==> src/rtl/bin2bcd_seq.sv <==
// bin2bcd_seq
//   Sequential binary-to-BCD converter using the double-dabble (shift-add-3)
//   algorithm, one iteration per clock. It optionally treats the input as
//   two's complement and converts the magnitude. It reports the sign separately.
//
// Parameters
//   WIDTH  : binary input width (4..32)
//   DIGITS : number of BCD output digits; 10**DIGITS must exceed 2**WIDTH-1
//
// Ports
//   clk       : clock, rising-edge active
//   rst       : asynchronous active-high reset
//   start     : conversion request, accepted only in IDLE or DONE
//   bin_in    : value to convert, captured when start is accepted
//   is_signed : 1 = bin_in is two's complement, captured with bin_in
//   busy      : high while a conversion is running
//   done      : one-cycle pulse when bcd_out/neg carry a fresh result
//   bcd_out   : packed BCD magnitude, most significant digit in the top nibble
//   neg       : sign of the last result (1 = negative)

module bin2bcd_seq #(
  parameter int WIDTH  = 8,
  parameter int DIGITS = 3
) (
  input  logic                  clk,
  input  logic                  rst,
  input  logic                  start,
  input  logic [WIDTH-1:0]      bin_in,
  input  logic                  is_signed,
  output logic                  busy,
  output logic                  done,
  output logic [4*DIGITS-1:0]   bcd_out,
  output logic                  neg
);

  localparam int BW = 4 * DIGITS;
  localparam int CW = $clog2(WIDTH);

  // True when DIGITS decimal digits can hold the largest WIDTH-bit value.
  // The power of ten stops growing once it passes the limit so it never overflows.
  function automatic bit digits_ok(input int w, input int d);
    longint limit;
    longint p;
    limit = (longint'(1) << w) - 1;
    p = 1;
    for (int i = 0; i < d; i++) begin
      if (p <= limit) p = p * 10;
    end
    return p > limit;
  endfunction

  // Reject parameter combinations that could not hold the result
  if (WIDTH < 4 || WIDTH > 32) begin : g_width_check
    $error("bin2bcd_seq: WIDTH=%0d outside legal range 4..32", WIDTH);
  end
  if (!digits_ok(WIDTH, DIGITS)) begin : g_digits_check
    $error("bin2bcd_seq: DIGITS=%0d too small for WIDTH=%0d", DIGITS, WIDTH);
  end

  typedef enum logic [1:0] {IDLE, SHIFT, DONE} state_t;

  state_t           state;
  logic [WIDTH-1:0] mag_reg;
  logic [BW-1:0]    bcd_reg;
  logic [CW-1:0]    cnt;
  logic             sign_reg;

  logic             sign_in;
  logic [WIDTH-1:0] mag_in;
  logic [BW-1:0]    bcd_adj;
  logic [BW-1:0]    bcd_next;
  logic [WIDTH-1:0] mag_next;

  // Capture-side decode. The magnitude register is unsigned and WIDTH bits wide,
  // so negating the most negative value gives 2**(WIDTH-1) without loss.
  always_comb begin
    sign_in = is_signed & bin_in[WIDTH-1];
    mag_in  = sign_in ? (~bin_in + {{(WIDTH-1){1'b0}}, 1'b1}) : bin_in;
  end

  // One double-dabble step. Each digit >= 5 first gets 3 added. Then the
  // {BCD, magnitude} pair shifts left by one, and the magnitude MSB enters
  // the BCD LSB.
  always_comb begin
    bcd_adj = bcd_reg;
    for (int i = 0; i < DIGITS; i++) begin
      if (bcd_reg[4*i +: 4] >= 4'd5) begin
        bcd_adj[4*i +: 4] = bcd_reg[4*i +: 4] + 4'd3;
      end
    end
    bcd_next = {bcd_adj[BW-2:0], mag_reg[WIDTH-1]};
    mag_next = {mag_reg[WIDTH-2:0], 1'b0};
  end

  // Control FSM and datapath registers. Starting from IDLE or DONE loads a
  // fresh operand. SHIFT runs exactly WIDTH iterations. The last iteration
  // publishes the result and raises done for one cycle. A start seen in
  // SHIFT falls through the SHIFT branch and so is ignored.
  always_ff @(posedge clk or posedge rst) begin
    if (rst) begin
      state    <= IDLE;
      mag_reg  <= '0;
      bcd_reg  <= '0;
      cnt      <= '0;
      sign_reg <= 1'b0;
      busy     <= 1'b0;
      done     <= 1'b0;
      bcd_out  <= '0;
      neg      <= 1'b0;
    end else begin
      done <= 1'b0;
      case (state)
        IDLE, DONE: begin
          if (start) begin
            mag_reg  <= mag_in;
            sign_reg <= sign_in;
            bcd_reg  <= '0;
            cnt      <= '0;
            busy     <= 1'b1;
            state    <= SHIFT;
          end else begin
            state <= IDLE;
          end
        end
        SHIFT: begin
          bcd_reg <= bcd_next;
          mag_reg <= mag_next;
          cnt     <= cnt + 1'b1;
          if (cnt == CW'(WIDTH - 1)) begin
            bcd_out <= bcd_next;
            neg     <= sign_reg;
            done    <= 1'b1;
            busy    <= 1'b0;
            cnt     <= '0;
            state   <= DONE;
          end
        end
        default: begin
          state <= IDLE;
          busy  <= 1'b0;
        end
      endcase
    end
  end

endmodule

==> config.mk <==
export PLATFORM = sky130hd
export DESIGN_NAME = bin2bcd_seq
export DESIGN_NICKNAME = d
export VERILOG_FILES = /design/src/rtl/bin2bcd_seq.sv
export SDC_FILE = /design/constraint.sdc
export NUM_CORES = 1
export LEC_CHECK = 0
export CAP_MARGIN = 10
export CORE_ASPECT_RATIO = 0.8
export CORE_UTILIZATION = 35
export CTS_BUF_LIST = sky130_fd_sc_hd__clkbuf_8
export CTS_CLUSTER_DIAMETER = 80
export DETAILED_ROUTE_END_ITERATION = 8
export GPL_ROUTABILITY_DRIVEN = 0
export MAX_ROUTING_LAYER = met4
export SYNTH_ARGS = -nofsm -noshare
export SYNTH_HDL_FRONTEND = slang
export SYNTH_SLANG_ARGS = --single-unit
==> constraint.sdc <==
create_clock -name clk -period 2 [get_ports clk]
set_input_delay 0.2 -clock clk [delete_from_list [all_inputs] [get_ports clk]]
set_output_delay 0.2 -clock clk [all_outputs]
set_load 0.02 [all_outputs]
# After elaboration in Yosys (flattened, before gate mapping)
# Index checks and enable logic that the tools add are counted.
dict set report word_totals {
  reg_bits 41
}
dict set report classes {
  mux 19
  order_cmp 3
  bitwise 2
  n_addsub 5
  n_eq_ne 5
  n_reduce_logical 7
}
# operator count
set op_table {}
lappend op_table {{$pmux 12 s2} 1}
lappend op_table {{$mux 8} 2}
lappend op_table {{$pmux 8 s2} 1}
lappend op_table {{$ge 4x3->1 const B} 3}
lappend op_table {{$mux 12} 1}
lappend op_table {{$mux 3} 3}
lappend op_table {{$add 4x2->4 const B} 2}
lappend op_table {{$add 8x1->8 const B} 1}
lappend op_table {{$mux 4} 2}
lappend op_table {{$not 8->8} 1}
lappend op_table {{$reduce_and 2->1} 4}
lappend op_table {{$pmux 3 s2} 1}
lappend op_table {{$mux 1} 5}
lappend op_table {{$ne 2x2->1 const B} 2}
lappend op_table {{$pmux 2 s2} 1}
lappend op_table {{$add 3x1->3 const B} 1}
lappend op_table {{$add 3x2->3 const B} 1}
lappend op_table {{$eq 3x3->1 const B} 1}
lappend op_table {{$eq 2x1->1 const B} 1}
lappend op_table {{$eq 2x2->1 const B} 1}
lappend op_table {{$logic_not 2->1} 1}
lappend op_table {{$mux 2} 1}
lappend op_table {{$pmux 1 s2} 1}
lappend op_table {{$reduce_bool 2->1} 1}
lappend op_table {{2 further kinds} 2}

# Depth between registers and ports, before layout
dict set report logic_depth {
  depth_word 5
  depth_mapped 6
  mapped_depth_nobuf 6
}

# Least setup slack after synthesis
# Ideal clock, no wire load.
dict set report synth_path {
  path_type {reg-to-reg}
  from {register bcd_reg[4]}
  to {register bcd_reg[6]}
  synth_period_minus_slack_ns 1.523
  stages_incl_launch_ff 7
  path_slack_ns 0.477
  n_path_buf 0
  arrival_ns 1.441
  required_ns 1.917
  cell_sequence {dfrtp_1 > inv_1 > ha_1 > nand2b_1 > a21oi_1 > mux2_2 > o21ai_0}
}
dict set report synth_via {
  elab_chain_len 3
  word_cells_on_any_way 4
  cone_classes {add/sub (1); order compare (1); mux (2)}
}
# element line_no
set synth_lines {}
lappend synth_lines {{start, declared} 64} ;# logic [BW-1:0] bcd_reg;
lappend synth_lines {{start signal, assigned} 126} ;# bcd_reg <= bcd_next;
lappend synth_lines {{$add 4x2->4 / $ge 4x3->1 (equally long branches)} {88, 87}}
lappend synth_lines {{$mux 4 (*)} 87} ;# if (bcd_reg[4*i +: 4] >= 4'd5) begin
lappend synth_lines {{$pmux 12 s2 (*)} 112} ;# case (state)
# Mark *: on every way between the ends. The rest lies on a longest branch, timed or not.
# A chain may end at the register's enable or synchronous reset.

# Final worst setup path
dict set report layout_path {
  from {register bcd_reg[4]}
  to {register bcd_out[6]}
}
dict set report layout_via {
  elab_chain_len 2
  word_cells_on_any_way 3
  cone_classes {add/sub (1); order compare (1); mux (1)}
}
# element line_no
set layout_lines {}
lappend layout_lines {{$add 4x2->4 / $ge 4x3->1 (equally long branches)} {88, 87}}
lappend layout_lines {{$mux 4 (*)} 87}
lappend layout_lines {{end signal, assigned} 130} ;# bcd_out <= bcd_next;
lappend layout_lines {{end, declared} 32} ;# output logic [4*DIGITS-1:0] bcd_out,
# Marked as above.

==> reports/metrics.cfg <==
[setup_path]
crit_path_end_kind=register
critPathSlowestCell=dfrtp_1
path_delay_family=flip-flops
crit_arrival_ns=1.93
worstSetupPathType=register to register
crit_path_start_kind=register
required_ns=2.22
critPathMaxStageDelay_ns=0.41
cp_cell_sequence=inv_1, ha_1, nand2b_1, a21oi_1, mux2_2, o21ai_0
cp_max_fo=5
cp_num_buf_inv=1

[timing]
worst_slew_pin_slew_ns=0.528
hold_viol=0
setup_tns_ns=0
slew_violations=0
finalCritPeriodShare_pct=85.2
period_needed_ns=1.70
setup_viol_count_final=0
rsz0062_at_grt=false
fmax_ghz=0.587
maxSlewHeadroom_pct=64.8
clock_skew_ns=0.00807

[clocking]
clk_path_buf_depth=2
post_cts_buffers=0
clk_latency_ns=0.30
cts_tree=done
cts.sinks=41
cts_buffers=5
path_clk_slew_ns=0.08
post_cts_resized=0
cts-root-buf=clkbuf_8
cts_max_level=2
ctsHoldBuffers=0

[placement]
portBuffers=26
post-dp-hpwl_mm=2.59

[power_and_ir_drop]
power_mw=3.96
p_switching_mw=1.56
netSwitchingFraction_pct=39.5
p_leak_nw=1.10
p_per_area_nw_per_um2=1580
p_comb_share_pct=46.3
p_int_mw=2.40
irDropWorstVdd_mv=0.520
p_clk_share_pct=17.0
sequentialPowerShare_pct=36.7

[route]
vias_per_cell=4.81
dr.first_iter.drc_count=115
firstDrtPassIters=4
wirelength_mm=3.74
wl_per_cell_um=12.3
vias=1461
drc=0
ant_nets=0

[yosys]
synth_mux_area_share_pct=3.53
yosysWarnings=0
synthArstFlopShare_pct=100
synth_area_sq_um=2090
synth_top_area_cell=dfrtp_1
synth_nets=219
synth_seq_cells=41
netlist_instances=198
synth_area_per_cell_sq_um=10.6
synthAdderAreaFrac_pct=5.38
synth_most_common_cell=dfrtp_1
synth_common_cells=dfrtp_1, nand2_1, o21ai_0
ys_seq_area_share_pct=49.0
synth_edf_count=0
synth-xor-area-share_pct=2.93
synth_top_area_share_pct=49.0
synth_cell_types=37
synth_ff_type=dfrtp_1
synth_compound_area_share_pct=18.4
synth_top_family_by_area=compound AO/OA/AOI/OAI gates
synth.area.top_cells=dfrtp_1, ha_1, nand2_1
synth_simple_gate_area_share_pct=15.5

[finish]
fillers=569
final_nets=246
drive_gt1_share_pct=15.5
syn2layout_area_growth_pct=20.0
antennaDiodeCount=0

[global_route]
grt_pass1_vias=1507
antenna_found_initial=0
grt_usage_pct=15.0
grt_pass1_wl_mm=6.94
grt_overflow=0
grt_max_degree=42

[floorplan]
die_x_um=88.5
start_util_pct=37.3
ios=27
std_cell_rows=24
core-area_sq_um=5620
fp.dieArea_sq_um=6300
die_y_um=71.2

[flow_run]
cap_violations=0

[status]
status=completed

[hold_path]
hold_class=primary input to asynchronous set/reset pin

[worst reg2reg max path, stage by stage, from the launching register on]
cell	delay, ns
dfrtp_1	0.41
inv_1	0.10
ha_1	0.24
nand2b_1	0.10
a21oi_1	0.25
mux2_2	0.38
o21ai_0	0.15
[power by group through the flow]
stage | clock (mW) | sequential [mW] | combinational (mW)
2_1_floorplan | 0 | 1.57 | 1.26
3_3_place_gp | 0 | 1.46 | 1.83
3_5_place_dp | 0 | 1.47 | 1.86
4_1_cts | 0.698 | 1.46 | 1.86
5_1_grt | 0.722 | 1.52 | 2.08
6_report | 0.674 | 1.46 | 1.83
[routing by layer]
metal / vias to the layer above / share of wire (%) / track usage [%]
met5: - / 0 / -
met4: 0 / 2.1 / 6.45
met3: 7 / 3.2 / 3.85
met2: 21 / 45 / 22.5
met1: 686 / 50 / 19.1
li1: 747 / - / -
[per-stage QoR]
stage	area [sq um]	util, %	hold WS (ns)	instances	setup WS (ns)
after detailed placement	2400	42.7	0.468	296	0.309
after CTS	2510	44.7	0.338	304	0.294
final	2510	44.7	0.312	304	0.297
after global routing	2510	44.7	0.382	304	0.142
after global placement	2400	42.7	0.462	296	0.371
after floorplan	2090	-	0.351	198	0.477
[kinds of logic after synthesis]
logic type / after synthesis
and+or+nand+nor: 58
DFF: 41
muxes: 6
adders and majority gates: 9
AOI/OAI and AO/OA: 58
xor gates and xnor gates: 7
buffers and inverters: 19
[cell type report]
| cell class | instances | area [sq um] | share of cell area (%) |
|---|---|---|---|
| multi-input cells | 138 | 957 | 38.1 |
| clock inverters | 3 | 46.3 | 1.84 |
| flip-flops and latches | 41 | 1030 | 40.8 |
| well taps | 78 | 97.6 | 3.88 |
| inverters | 11 | 41.3 | 1.64 |
| repair buffers | 28 | 275 | 11.0 |
| clock buffers | 5 | 68.8 | 2.74 |
[path summary, 6_finish.rpt]
kind,startpoint,to,slack [ns],cells past startpoint
worst max-delay path,bcd_reg[4],bcd_out[6],0.30,6
worst min-delay path,rst,bcd_out[10],0.31,3
worst max register to register,bcd_reg[4],bcd_out[6],0.30,6
worst min register to register,bcd_out[9],bcd_out[9],0.48,2
max in group asynchronous,rst,cnt[2],1.31,3
min in group clk,bcd_out[9],bcd_out[9],0.48,2
[placed cells by master, fill, tap and decap left out, drive strengths merged, types with 7 or more instances in the layout]
cell type       n
a21oi          12
clkdlybuf4s50  26
dfrtp          41
ha              9
inv            11
nand2          31
o21ai          34
xnor2           7
Note: power is estimated with default switching activity, not from simulation.
==> variant 1 (same settings) <==
Change the parameter `WIDTH` from 8 to 4.
--- a/src/rtl/bin2bcd_seq.sv
+++ b/src/rtl/bin2bcd_seq.sv
@@ -19,7 +19,7 @@
 //   neg       : sign of the last result (1 = negative)
 
 module bin2bcd_seq #(
-  parameter int WIDTH  = 8,
+  parameter int WIDTH  = 4,
   parameter int DIGITS = 3
 ) (
   input  logic                  clk,
Ports: changed (resized bin_in); port bits go from 27 to 23. The function was not compared with the original's and may differ.
==> variant 1 against the original RTL <==
- wire length decreased by 9.7%
- area after synthesis decreased by 15%
- power decreased by 11%
- combinational power decreased by 12%
- clock power decreased by 5.3%
- final area decreased by 14%
- maximum frequency increased by 1.7%
- count of clock-buffer cells in the layout unchanged
- global-route usage increased by 1.0 points
- die area decreased by 15%
- largest cell class unchanged
- setup slack improved by 29 ps
- critical path type unchanged
- sequential cell count decreased by 5
==> variant 1: results (changes against the original RTL) <==
Crit path max-delay family flip-flops; DRC marker count from the first detailed-route iteration 33 (-71%); ANT cells 0 (unchanged); mean number of vias per cell 4.96 (+3.3%); total track usage 16.0% (+1.0 points); VDD IR-drop max 0.471 mV (-9.4%); IO Port Bufs 22 (-15%); leakage power 0.983 nW (-11%); CP max stage delay 410 ps (about the same); grt total ovfl 0 (unchanged); Yosys warnings 0 (unchanged); Worst Skew 5.59 ps (-2.48 ps); outcome finished clean; CP Data Arrival Time 1900 ps (-30 ps); CP max stage cell dfrtp_1; syn nets 178 (-19%); most frequent cells after synthesis 36 x dfrtp_1, 22 x nand2_1, 13 x o21ai_0, 10 x inv_1, 8 x ha_1; post-CTS setup buffer count 0 (unchanged); Layout Nets 204 (-17%); largest net degree at the start of global routing 37 (-12%); FF-to-FF path depth 6 (unchanged); vias in the first global route 1348 (-11%); crit-path max FO 5 (unchanged); worst hold path type input port to asynchronous set/reset pin; Netlist cell types 32 (-14%); 1st-pass router iterations 2 (-2); share of layout cells above drive strength 1 13.8% (-1.7 points); Root Driver clkbuf_8; CP endpoint bcd_reg[6]$_DFFE_PP0P_; wire length per cell 13.6 um (+10%); post-synthesis sequential area ratio 50.8% (+1.8 points); Worst Setup SP bcd_reg[4]$_DFFE_PP0P_; first-pass GRT wire length 6020 um (-13%); min setup slack post-route 326 ps (+28.8 ps); H-tree depth 2 (unchanged); HPWL Detailed 2350 um (-9.5%); Worst slew margin 69.1% (+4.4 points); synth top area cells dfrtp_1 51%, ha_1 5.6%, mux2_4 5.1%; PostCTS Resize Cnt 0 (unchanged); dpl ws 345 ps (+36.0 ps)
variant 1: changes by cell type after synthesis, sizes merged, moves of 4 or more:
| cell | unedited run | this run |
|---|---|---|
| mux2 | 5 | 9 |
| dfrtp | 41 | 36 |
| a21oi | 12 | 8 |
| o21ai | 34 | 21 |
| nand2 | 31 | 23 |
| buf | 7 | 3 |
variant 1: report_power, final:
group          total, W  internal, W  switching, W
Clock          0.000638     0.000365      0.000274
Sequential      0.00127      0.00102      0.000244
Combinational   0.00161     0.000764      0.000851
Total           0.00352      0.00215       0.00137
variant 1: cell type report:
cell class	instances	area (um^2)
inverters	11	46.3
clock inverters	3	38.8
well taps	60	75.1
repair buffers	23	228
multi-input cells	111	793
clock buffers	5	68.8
fillers	447	2580
flip-flops and latches	36	901
variant 1: worst min-delay path by stage:
stage	start	to	slack (ps)
after CTS	rst	bcd_out[5]$_DFFE_PP0P_	330
after global routing	rst	bcd_out[8]$_DFFE_PP0P_	380
after detailed placement	bcd_out[5]$_DFFE_PP0P_	bcd_out[5]$_DFFE_PP0P_	470
after global placement	bcd_out[5]$_DFFE_PP0P_	bcd_out[5]$_DFFE_PP0P_	460
after floorplan	bin_in[3]	mag_reg[3]$_DFFE_PP0P_	330
final	rst	bcd_out[6]$_DFFE_PP0P_	320
variant 1: routing by layer:
layer | GRT usage [%] | routed length (um) | vias up
met3 | 3.75 | 88 | 9
met4 | 9.21 | 93 | 0
met2 | 25.5 | 1590 | 19
met5 | - | 0 | -
li1 | - | - | 611
met1 | 18.3 | 1600 | 597
variant 1: kinds of logic after synthesis:
group / share of synthesized area, %
and+or+nand+nor: 14.1
AOI/OAI and AO/OA: 14.9
DFF: 50.8
buffers and inverters: 4.51
muxes: 8.11
adders and majority gates: 5.64
xor gates and xnor gates: 1.97
variant 1: stage by stage:
stage	utilization [%]	cell area [um^2]	instances	power [W]	hold slack (ps)
finish	45.4	2150	249	0.00352	320
global route	45.4	2150	249	0.00381	382
CTS	45.4	2150	249	0.00357	326
detailed placement	43.2	2040	241	0.00292	466
global placement	43.2	2040	241	0.00285	461
floorplan	-	1770	162	0.00244	329
variant 1: worst min-delay path: cells and delay by family:
| kind | cells | cell delay (ps) |
|---|---|---|
| buffers and inverters | 3 | 850 |
==> variant 2 (config.mk and constraints unchanged) <==
Made on the original files. Make the reset (`rst`) synchronous in one clocked block. Comments in the files are not updated.
--- a/src/rtl/bin2bcd_seq.sv
+++ b/src/rtl/bin2bcd_seq.sv
@@ -96,7 +96,7 @@
   // fresh operand. SHIFT runs exactly WIDTH iterations. The last iteration
   // publishes the result and raises done for one cycle. A start seen in
   // SHIFT falls through the SHIFT branch and so is ignored.
-  always_ff @(posedge clk or posedge rst) begin
+  always_ff @(posedge clk) begin
     if (rst) begin
       state    <= IDLE;
       mag_reg  <= '0;
Function: differs if rst is asserted again (counterexample within 4 cycles, from zero or initial values and one cycle with rst high); with rst held inactive, the same outputs for 10 cycles.
==> variant 2 against the original RTL <==
- area after synthesis rose by 0.30%
- critical path depth is 2 lower
- non-clock buffer count stayed put
- setup slack improved by 120 ps
- sequential cell count stayed put
- largest cell class is now multi-input gates
- final area is 1.2% lower
- wire length is 11% higher
Power is not compared: it rests on default switching activity, and its combinational part moved more than twofold at a synthesized area within 25%.
==> variant 2: results (changes against the original RTL) <==
crit-path max FO 23 (+18); Layout Nets 277 (+13%); worst hold path type register to register; CP max stage cell dfxtp_1; Post-synth ARST share 0% (-100 points); share of layout cells above drive strength 1 12.9% (-2.6 points); M2 GR Usage 20.5% (-2.0 points); Global Route met3 Usage 4.84% (+0.99 points); synth top area cells dfxtp_1 39%, ha_1 5.4%, a21oi_1 4.1%; largest net degree at the start of global routing 43 (+2.4%); CP max stage delay 430 ps (+20 ps); total track usage 14.6% (-0.37 points); outcome finished clean; CP Data Arrival Time 1770 ps (-160 ps); met2 routed WL 1770 um (+5.2%); RR Endpoint bcd_out[3]$_SDFFE_PP0P_; FF-to-FF setup slack 420 ps (+120 ps); dpl ws 388 ps (+79.2 ps); HPWL Detailed 2790 um (+7.9%); Final min period 1580 ps (-122 ps); Post-Route WL 4160 um (+11%); mean number of vias per cell 4.98 (+3.7%); syn nets 252 (+15%); most frequent cells after synthesis 41 x dfxtp_1, 20 x nor2_1, 17 x a21oi_1, 15 x inv_1, 14 x nand2_1; Non-Clock Inverter Count 15 (+4)
## variant 2: cell count changes after synthesis, moves of 5 or more
cell / delta
nor2_1: +16
nor3_2: +5
o21ai_0: -12
dfrtp_1: -41
a22oi_1: +6
o21ai_2: -8
dfxtp_1: +41
nand2_1: -15
a21oi_1: +7
o22ai_1: +6
## variant 2: per-stage QoR
stage	hold slack [ps]	util, %	std cells	instance area (um^2)	total power (W)
after floorplan	359	-	231	2100	0.000990
after global placement	447	42.7	327	2400	0.00104
after detailed placement	449	42.7	327	2400	0.00104
after CTS	460	44.2	334	2480	0.00159
after global routing	482	44.2	334	2480	0.00164
final	459	44.2	334	2480	0.00156
## variant 2: power groups by stage
stage / registers, W / clock network [W] / logic, W
floorplan: 0.000868 / 0 / 0.000122
global placement: 0.000869 / 0 / 0.000170
detailed placement: 0.000869 / 0 / 0.000171
CTS: 0.000850 / 0.000570 / 0.000172
global route: 0.000853 / 0.000596 / 0.000189
finish: 0.000850 / 0.000543 / 0.000169
